<file path="src/rtl/spi_reg_ctrl.sv">
// SPI mode-0 slave command controller driving register write/read strobes in the clk domain.
// Optional read-back path enabled by defining SPI_READBACK_EN; otherwise read opcodes are discarded.
module spi_reg_ctrl #(
    parameter int unsigned ADDR_W      = 7,
    parameter int unsigned SYNC_STAGES = 2
) (
    input  logic              clk,
    input  logic              reset_n,
    input  logic              spi_sclk,
    input  logic              spi_mosi,
    input  logic              spi_cs,
    output logic              spi_miso,
    output logic [ADDR_W-1:0] reg_addr,
    output logic [7:0]        reg_wdata,
    output logic              reg_we,
    output logic              reg_re,
    input  logic [7:0]        reg_rdata,
    output logic              busy
);

    typedef enum logic [2:0] {
        S_IDLE,
        S_CMD,
        S_WDATA,
        S_RDATA,
        S_DISCARD
    } state_t;

    logic [SYNC_STAGES-1:0] r_sclk_sync;
    logic [SYNC_STAGES-1:0] r_mosi_sync;
    logic [SYNC_STAGES-1:0] r_cs_sync;
    logic                   w_sclk;
    logic                   w_mosi;
    logic                   w_cs;

    logic                   r_sclk_prev;
    logic                   r_cs_prev;
    logic                   r_rise;
    logic                   r_fall;
    logic                   r_cs_rise;
    logic                   r_cs_fall;
    logic                   r_mosi_q;

    logic [2:0]             r_bit_cnt;
    logic [6:0]             r_shift;
    logic [7:0]             r_byte;
    logic                   r_byte_done;
    logic                   r_cs_rise_q;
    logic                   r_cs_fall_q;
    logic                   r_fall_q;

    state_t                 r_state;

`ifdef SPI_READBACK_EN
    logic [7:0]             r_tx;
    logic                   r_re_d;
`else
    logic                   w_unused_rdata;
    assign w_unused_rdata = ^reg_rdata;
`endif

    assign w_sclk = r_sclk_sync[SYNC_STAGES-1];
    assign w_mosi = r_mosi_sync[SYNC_STAGES-1];
    assign w_cs   = r_cs_sync[SYNC_STAGES-1];

    // Input synchronisers, reset to the idle bus levels
    always_ff @(posedge clk or negedge reset_n) begin
        if (!reset_n) begin
            r_sclk_sync <= '0;
            r_mosi_sync <= '0;
            r_cs_sync   <= '1;
        end else begin
            r_sclk_sync <= {r_sclk_sync[SYNC_STAGES-2:0], spi_sclk};
            r_mosi_sync <= {r_mosi_sync[SYNC_STAGES-2:0], spi_mosi};
            r_cs_sync   <= {r_cs_sync[SYNC_STAGES-2:0], spi_cs};
        end
    end

    // Registered edge pulses on the synchronised SPI signals
    always_ff @(posedge clk or negedge reset_n) begin
        if (!reset_n) begin
            r_sclk_prev <= 1'b0;
            r_cs_prev   <= 1'b1;
            r_rise      <= 1'b0;
            r_fall      <= 1'b0;
            r_cs_rise   <= 1'b0;
            r_cs_fall   <= 1'b0;
            r_mosi_q    <= 1'b0;
            busy        <= 1'b0;
        end else begin
            r_sclk_prev <= w_sclk;
            r_cs_prev   <= w_cs;
            r_rise      <= w_sclk & ~r_sclk_prev;
            r_fall      <= ~w_sclk & r_sclk_prev;
            r_cs_rise   <= w_cs & ~r_cs_prev;
            r_cs_fall   <= ~w_cs & r_cs_prev;
            r_mosi_q    <= w_mosi;
            busy        <= ~w_cs;
        end
    end

    // Byte assembly; a cs edge clears the counter and suppresses any completion
    always_ff @(posedge clk or negedge reset_n) begin
        if (!reset_n) begin
            r_bit_cnt   <= 3'd0;
            r_shift     <= 7'd0;
            r_byte      <= 8'd0;
            r_byte_done <= 1'b0;
            r_cs_rise_q <= 1'b0;
            r_cs_fall_q <= 1'b0;
            r_fall_q    <= 1'b0;
        end else begin
            r_byte_done <= 1'b0;
            r_cs_rise_q <= r_cs_rise;
            r_cs_fall_q <= r_cs_fall;
            r_fall_q    <= r_fall;
            if (r_cs_rise || r_cs_fall) begin
                r_bit_cnt <= 3'd0;
            end else if (r_rise && busy) begin
                r_shift   <= {r_shift[5:0], r_mosi_q};
                r_bit_cnt <= r_bit_cnt + 3'd1;
                if (r_bit_cnt == 3'd7) begin
                    r_byte_done <= 1'b1;
                    r_byte      <= {r_shift, r_mosi_q};
                end
            end
        end
    end

    // Command FSM with registered strobes, address and MISO
    always_ff @(posedge clk or negedge reset_n) begin
        if (!reset_n) begin
            r_state   <= S_IDLE;
            reg_addr  <= '0;
            reg_wdata <= 8'd0;
            reg_we    <= 1'b0;
            reg_re    <= 1'b0;
            spi_miso  <= 1'b0;
`ifdef SPI_READBACK_EN
            r_tx      <= 8'd0;
            r_re_d    <= 1'b0;
`endif
        end else begin
            reg_we <= 1'b0;
            reg_re <= 1'b0;
`ifdef SPI_READBACK_EN
            r_re_d <= reg_re;
`endif
            if (reg_we) begin
                reg_addr <= reg_addr + ADDR_W'(1);
            end
            if (r_cs_rise_q) begin
                r_state  <= S_IDLE;
                spi_miso <= 1'b0;
            end else begin
                case (r_state)
                    S_IDLE: begin
                        if (r_cs_fall_q) begin
                            r_state <= S_CMD;
                        end
                    end
                    S_CMD: begin
                        if (r_byte_done) begin
                            reg_addr <= r_byte[ADDR_W-1:0];
                            if (r_byte[7]) begin
`ifdef SPI_READBACK_EN
                                reg_re  <= 1'b1;
                                r_state <= S_RDATA;
`else
                                r_state <= S_DISCARD;
`endif
                            end else begin
                                r_state <= S_WDATA;
                            end
                        end
                    end
                    S_WDATA: begin
                        if (r_byte_done) begin
                            reg_wdata <= r_byte;
                            reg_we    <= 1'b1;
                        end
                    end
`ifdef SPI_READBACK_EN
                    S_RDATA: begin
                        // Falls with the counter at 0 close the previous byte and must not shift
                        if (r_re_d) begin
                            r_tx     <= {reg_rdata[6:0], 1'b0};
                            spi_miso <= reg_rdata[7];
                        end else if (r_fall_q && (r_bit_cnt != 3'd0)) begin
                            spi_miso <= r_tx[7];
                            r_tx     <= {r_tx[6:0], 1'b0};
                        end
                        if (r_byte_done) begin
                            reg_addr <= reg_addr + ADDR_W'(1);
                            reg_re   <= 1'b1;
                        end
                    end
`endif
                    S_DISCARD: begin
                        spi_miso <= 1'b0;
                    end
                    default: begin
                        r_state <= S_IDLE;
                    end
                endcase
            end
        end
    end

endmodule
</file>
<file path="config.mk">
export PLATFORM = sky130hd
export DESIGN_NAME = spi_reg_ctrl
export DESIGN_NICKNAME = d
export VERILOG_FILES = /design/src/rtl/spi_reg_ctrl.sv
export SDC_FILE = /design/constraint.sdc
export NUM_CORES = 1
export LEC_CHECK = 0
export ABC_AREA = 1
export ABC_CLOCK_PERIOD_IN_PS = 1300
export CAP_MARGIN = 20
export CORE_ASPECT_RATIO = 2
export CORE_UTILIZATION = 53
export CTS_CLUSTER_SIZE = 20
export DETAILED_ROUTE_END_ITERATION = 12
export GPL_ROUTABILITY_DRIVEN = 1
export PLACE_DENSITY_LB_ADDON = 0.08
export SETUP_SLACK_MARGIN = 0.02
export SYNTH_ARGS = -nofsm -noshare
export SYNTH_HDL_FRONTEND = slang
export SYNTH_SLANG_ARGS = --single-unit
</file>
<file path="constraint.sdc">
create_clock -name clk -period 1.3 [get_ports clk]
set_input_delay 0.195 -clock clk [delete_from_list [all_inputs] [get_ports clk]]
set_output_delay 0.195 -clock clk [all_outputs]
set_load 0.05 [all_outputs]
</file>
Word-level counts from Yosys, hierarchy flattened --
Cells that the tools add are included.
Storage, ports and cells: bits in registers 54, input port bits 13, output and inout bits 19, word-level logic and storage cells 67
Cells by class: add/sub/neg operators 2, equal/unequal tests 7, mux-type cells 19, bitwise logic cells 8, reductions and logical operators 10
Operator list (number):
- $mux W7 | 4
- $mux W3 | 6
- $pmux W3 S3 | 1
- $reduce_and A3 Y1 | 3
- $mux W1 | 8
- $add A7 B1 Y7 const B | 1
- $eq A3 B3 Y1 const B | 2
- $ne A3 B3 Y1 const B | 2
- $not A1 Y1 | 5
- $reduce_bool A2 Y1 | 2
- $add A3 B1 Y3 const B | 1
- $and A1 B1 Y1 | 3
- $eq A3 B1 Y1 const B | 1
- $eq A3 B2 Y1 const B | 1
- $logic_not A3 Y1 | 1
- $ne A2 B1 Y1 const B | 1
- $reduce_and A2 Y1 | 1
- $reduce_or A2 Y1 | 1
- $logic_and A1 B1 Y1 | 1
- $logic_or A1 B1 Y1 | 1

Depth between registers and ports, before layout --
depth in word-level cells 5, mapped depth 8, gate-level depth less buffers 8

Worst setup path before layout --
Ideal clock, no wire load.
path kind reg2reg, start point register reg_addr[1], end point register reg_addr[4], setup time 0.077 ns, arrival 1.371 ns, data required time 1.223 ns, setup slack -0.148 ns, cell stages (with the launch flop) 8, buffers on the path 0, cell sequence dfrtp_1 > ha_1 > nand2_1 > nor2_2 > nand2_1 > nand2_1 > nand2_1 > a21oi_1
On the way: cells in the longest elaborated chain, start to end 5
Ends and longest elaborated chain:
- start, declared | RTL line 13 | output logic [ADDR_W-1:0] reg_addr,
- start signal, assigned | RTL line 150 | reg_addr <= reg_addr + ADDR_W'(1);
- start signal, assigned | RTL line 164 | reg_addr <= r_byte[ADDR_W-1:0];
- $add A7 B1 Y7 * | RTL line 150
- $mux W7 * | RTL line 149 | if (reg_we) begin
- $mux W7 | RTL line 163 | if (r_byte_done) begin
- $mux W7 | RTL line 156 | case (r_state)
- $mux W7 * | RTL line 152 | if (r_cs_rise_q) begin
Mark *: on every way between the ends. The rest lies on a longest branch, timed or not. A chain may end at the register's enable or synchronous reset.

Worst setup path after layout --
start point register reg_addr[1], end point output reg_addr[1]
No word-level cell between the ends.

==> impl_metrics.yaml <==
critical_path:
  critical_path.max_stage_delay_ns: 0.44
  critPathLaunchType: "flip-flop"
  critPathRequiredTime_ns: 1.11
  path_cells: "buf_4 -> buf_12"
  critPathLaunch: "reg_addr[1]"
  critPathMaxFanout: 3
  path_delay_family: "flip-flops"
  critPathKind: "flip-flop to output port"
  critical-path-slowest-cell: "dfrtp_2"
  crit_buf_inv: 2
  end_kind: "output port"
  rr_startpoint: "r_bit_cnt[0]"
  critPathArrivalTime_ns: 1.04
  reg2reg_slack_ns: 0.11
timing:
  max_freq_mhz: 813
  timing_max_transition_violations_final: 0
  setup_tns_ns: 0
  whs_ns: 0.293
  layout_min_cycle_time_ns: 1.23
  final.period_utilization: 0.947
  setup_violations: 0
  rsz0062_at_grt: "yes"
  finClkSkew_ns: 0.00517
  hold_viol: 0
route:
  drt_iter0_drc: 13
  ant_nets: 0
  vias: 1513
  drc_errors: 0
  first_pass_iters: 4
  routedWlPerCell_um: 11.8
  wirelength_um: 3680
  vias_per_cell: 4.86
clock_tree:
  cts_tree: "yes"
  htreeDepth: 2
  cts_num_sinks: 53
  clkTransAtPathRegs_ns: 0.09
  numCtsBuffers: 5
  insertion_delay_ns: 0.30
  root_buffer: "clkbuf_8"
  clock_path_buffers: 2
synth:
  yosysTopAreaCellShare: 0.572
  syn_avg_cell_area_um2: 9.63
  ys_seq_area_frac: 0.608
  synth_cells: 227
  yosys_warnings: 0
  yosysTopAreaCell: "dfrtp_1"
  yosys_register_bits: 53
  synth_cell_types: 27
  synthesis.area_um2: 2190
  yosys-top-cells-area: "dfrtp_1 57%, nand2_1 12%, inv_1 4.6%, dfstp_2 3.6%, nand3_1 2.5%"
layout:
  register_area_um2: 1340
  fin_area_um2: 2840
  fill_cells: 282
  multi_input_area_um2: 729
  fin_cells: 311
  nets: 275
  drive_above_1_share: 0.227
  areaGrowthSynthToFinish_pct: 29.9
  diodes: 0
die:
  dieArea_um2: 4400
  die_w_um: 47.4
  io_pins: 32
  die_y_um: 92.8
  rows: 32
  floorplan.initialDensity: 0.563
  core-area_um2: 3880
global_routing:
  grt.total_usage: 0.208
  grt_pass1_wl_um: 6340
  grt_max_degree: 54
  antenna_found_initial: 0
  first_global_vias: 1537
  overflow: 0
pwr:
  total_power_mw: 3.51
  max-vdd-ir-drop_v: 0.000945
  p_per_area_nw_per_um2: 1240
  p_leak_nw: 1.41
run_status:
  status: "finished clean"
worst_hold_path:
  min-delay-start: "spi_cs"
  hold_path.class: "primary input to flip-flop"
placed_design:
  gp_congestion: 0.756
  dp_hpwl_um: 2870
  placed_cell_area_um2: 2650
  placedCellCount: 300
  numPortBuffers: 21
job:
  drv_cap: 0
==> flip-flops by register name, summed over array words and instances (netlist names), 2 cells and up <==
signal       count
r_shift          7
r_state          3
reg_wdata        8
r_cs_sync        2
r_bit_cnt        3
r_mosi_sync      2
r_byte           8
reg_addr         7
r_sclk_sync      2
==> where the power goes <==
| group | total, mW | switching (mW) | internal, mW |
|---|---|---|---|
| registers | 1.83 | 0.0780 | 1.75 |
| clock network | 1.26 | 0.497 | 0.764 |
| logic | 0.418 | 0.270 | 0.149 |
| total | 3.51 | 0.845 | 2.67 |
==> timing repair <==
action | CTS | global route
buffers inserted | 0 | 2
gates resized for setup | 1 | 7
hold endpoints to repair | 50 | 0
hold buffers | 1 | 0
endpoints found under the setup margin | 1 | 12
cloned | 0 | 0
pin swaps | 0 | 4
==> layer usage <==
layer	vias up	part of all wire	track usage
met5	-	0	0
met4	0	0.023	0.0857
met3	6	0.021	0.0468
met2	18	0.60	0.377
met1	717	0.36	0.207
li1	772	-	-
==> worst register-to-register path, cell delays in order, from the launching register on <==
cell and delay, ns:
dfrtp_1 0.36, ha_1 0.16, ha_2 0.19, nand4_4 0.11, buf_12 0.17, nand2_1 0.06, o21ai_1 0.05
==> metrics by stage <==
stage / utilization / setup WS [ns]
detailed placement: 0.682 / 0.0165
floorplan: - / 0.0250
global route: 0.732 / 0.0119
finish: 0.732 / 0.0695
CTS: 0.720 / 0.0313
global placement: 0.682 / 0.0787
==> cell families (layout without fill, tap and decap cells) <==
group | Yosys count | in the layout | share of synthesized area
AO/OA/AOI/OAI | 27 | 27 | 0.0669
multiplexers | 1 | 1 | 0.00458
flip-flops | 53 | 53 | 0.608
adder cells (fa/ha/maj) | 3 | 3 | 0.0172
buffers and inverters | 35 | 67 | 0.0755
other | 1 | 2 | 0.00171
AND/OR/NAND/NOR | 106 | 106 | 0.222
XOR/XNOR | 1 | 1 | 0.00401
==> synthesized netlist by cell type <==
cell type and instances:
o21ai_0 10, dfstp_2 3, nand3_2 1, buf_4 3
mux2i_1 1, buf_6 3, inv_1 27, o21ai_2 3
nor2_1 14, nand3_4 1, o21ai_1 9, nor2_4 2
nand3b_1 1, xnor2_1 1, inv_2 2, ha_1 3
nand2_4 1, conb_1 1, nand2_1 69, nand4_4 1
or2_2 1, nor2_2 1, nand4_1 1, dfrtp_1 50
nand3_1 11, nor3_1 2, a21oi_1 5
==> final cells by class <==
| class | count | area share |
|---|---|---|
| sequential | 53 | 0.470 |
| inverter | 29 | 0.0383 |
| clock buffer | 5 | 0.0242 |
| clock inverter | 3 | 0.0229 |
| multi-input combinational | 140 | 0.257 |
| timing repair buffer | 30 | 0.166 |
| tap | 51 | 0.0225 |
==> layout by cell type (no fill, tap or decap), types with 2 or more instances in the layout <==
master,netlist,final
a21oi_1,5,4
nand3_1,11,11
bufinv_16,0,2
inv_2,2,2
nor2_1,14,13
clkdlybuf4s50_1,0,3
nand2_1,69,68
inv_1,27,27
o21ai_0,10,10
dfrtp_1,50,46
clkbuf_8,0,5
conb_1,1,2
nor3_1,2,2
o21ai_1,9,9
nand2_4,1,2
dfrtp_2,0,4
buf_12,0,19
o21ai_2,3,3
dfstp_2,3,3
nor2_4,2,3
buf_4,3,6
==> path summary, 6_finish.rpt <==
check                               end  cells past startpoint
max                         reg_addr[1]                      2
min                        r_cs_sync[0]                      1
max reg2reg                   r_byte[1]                      6
min reg2reg                    r_mosi_q                      0
max in group asynchronous     r_cs_prev                      3
min in group asynchronous   reg_addr[6]                      3
No activity file was read; power rests on OpenSTA's default activity.
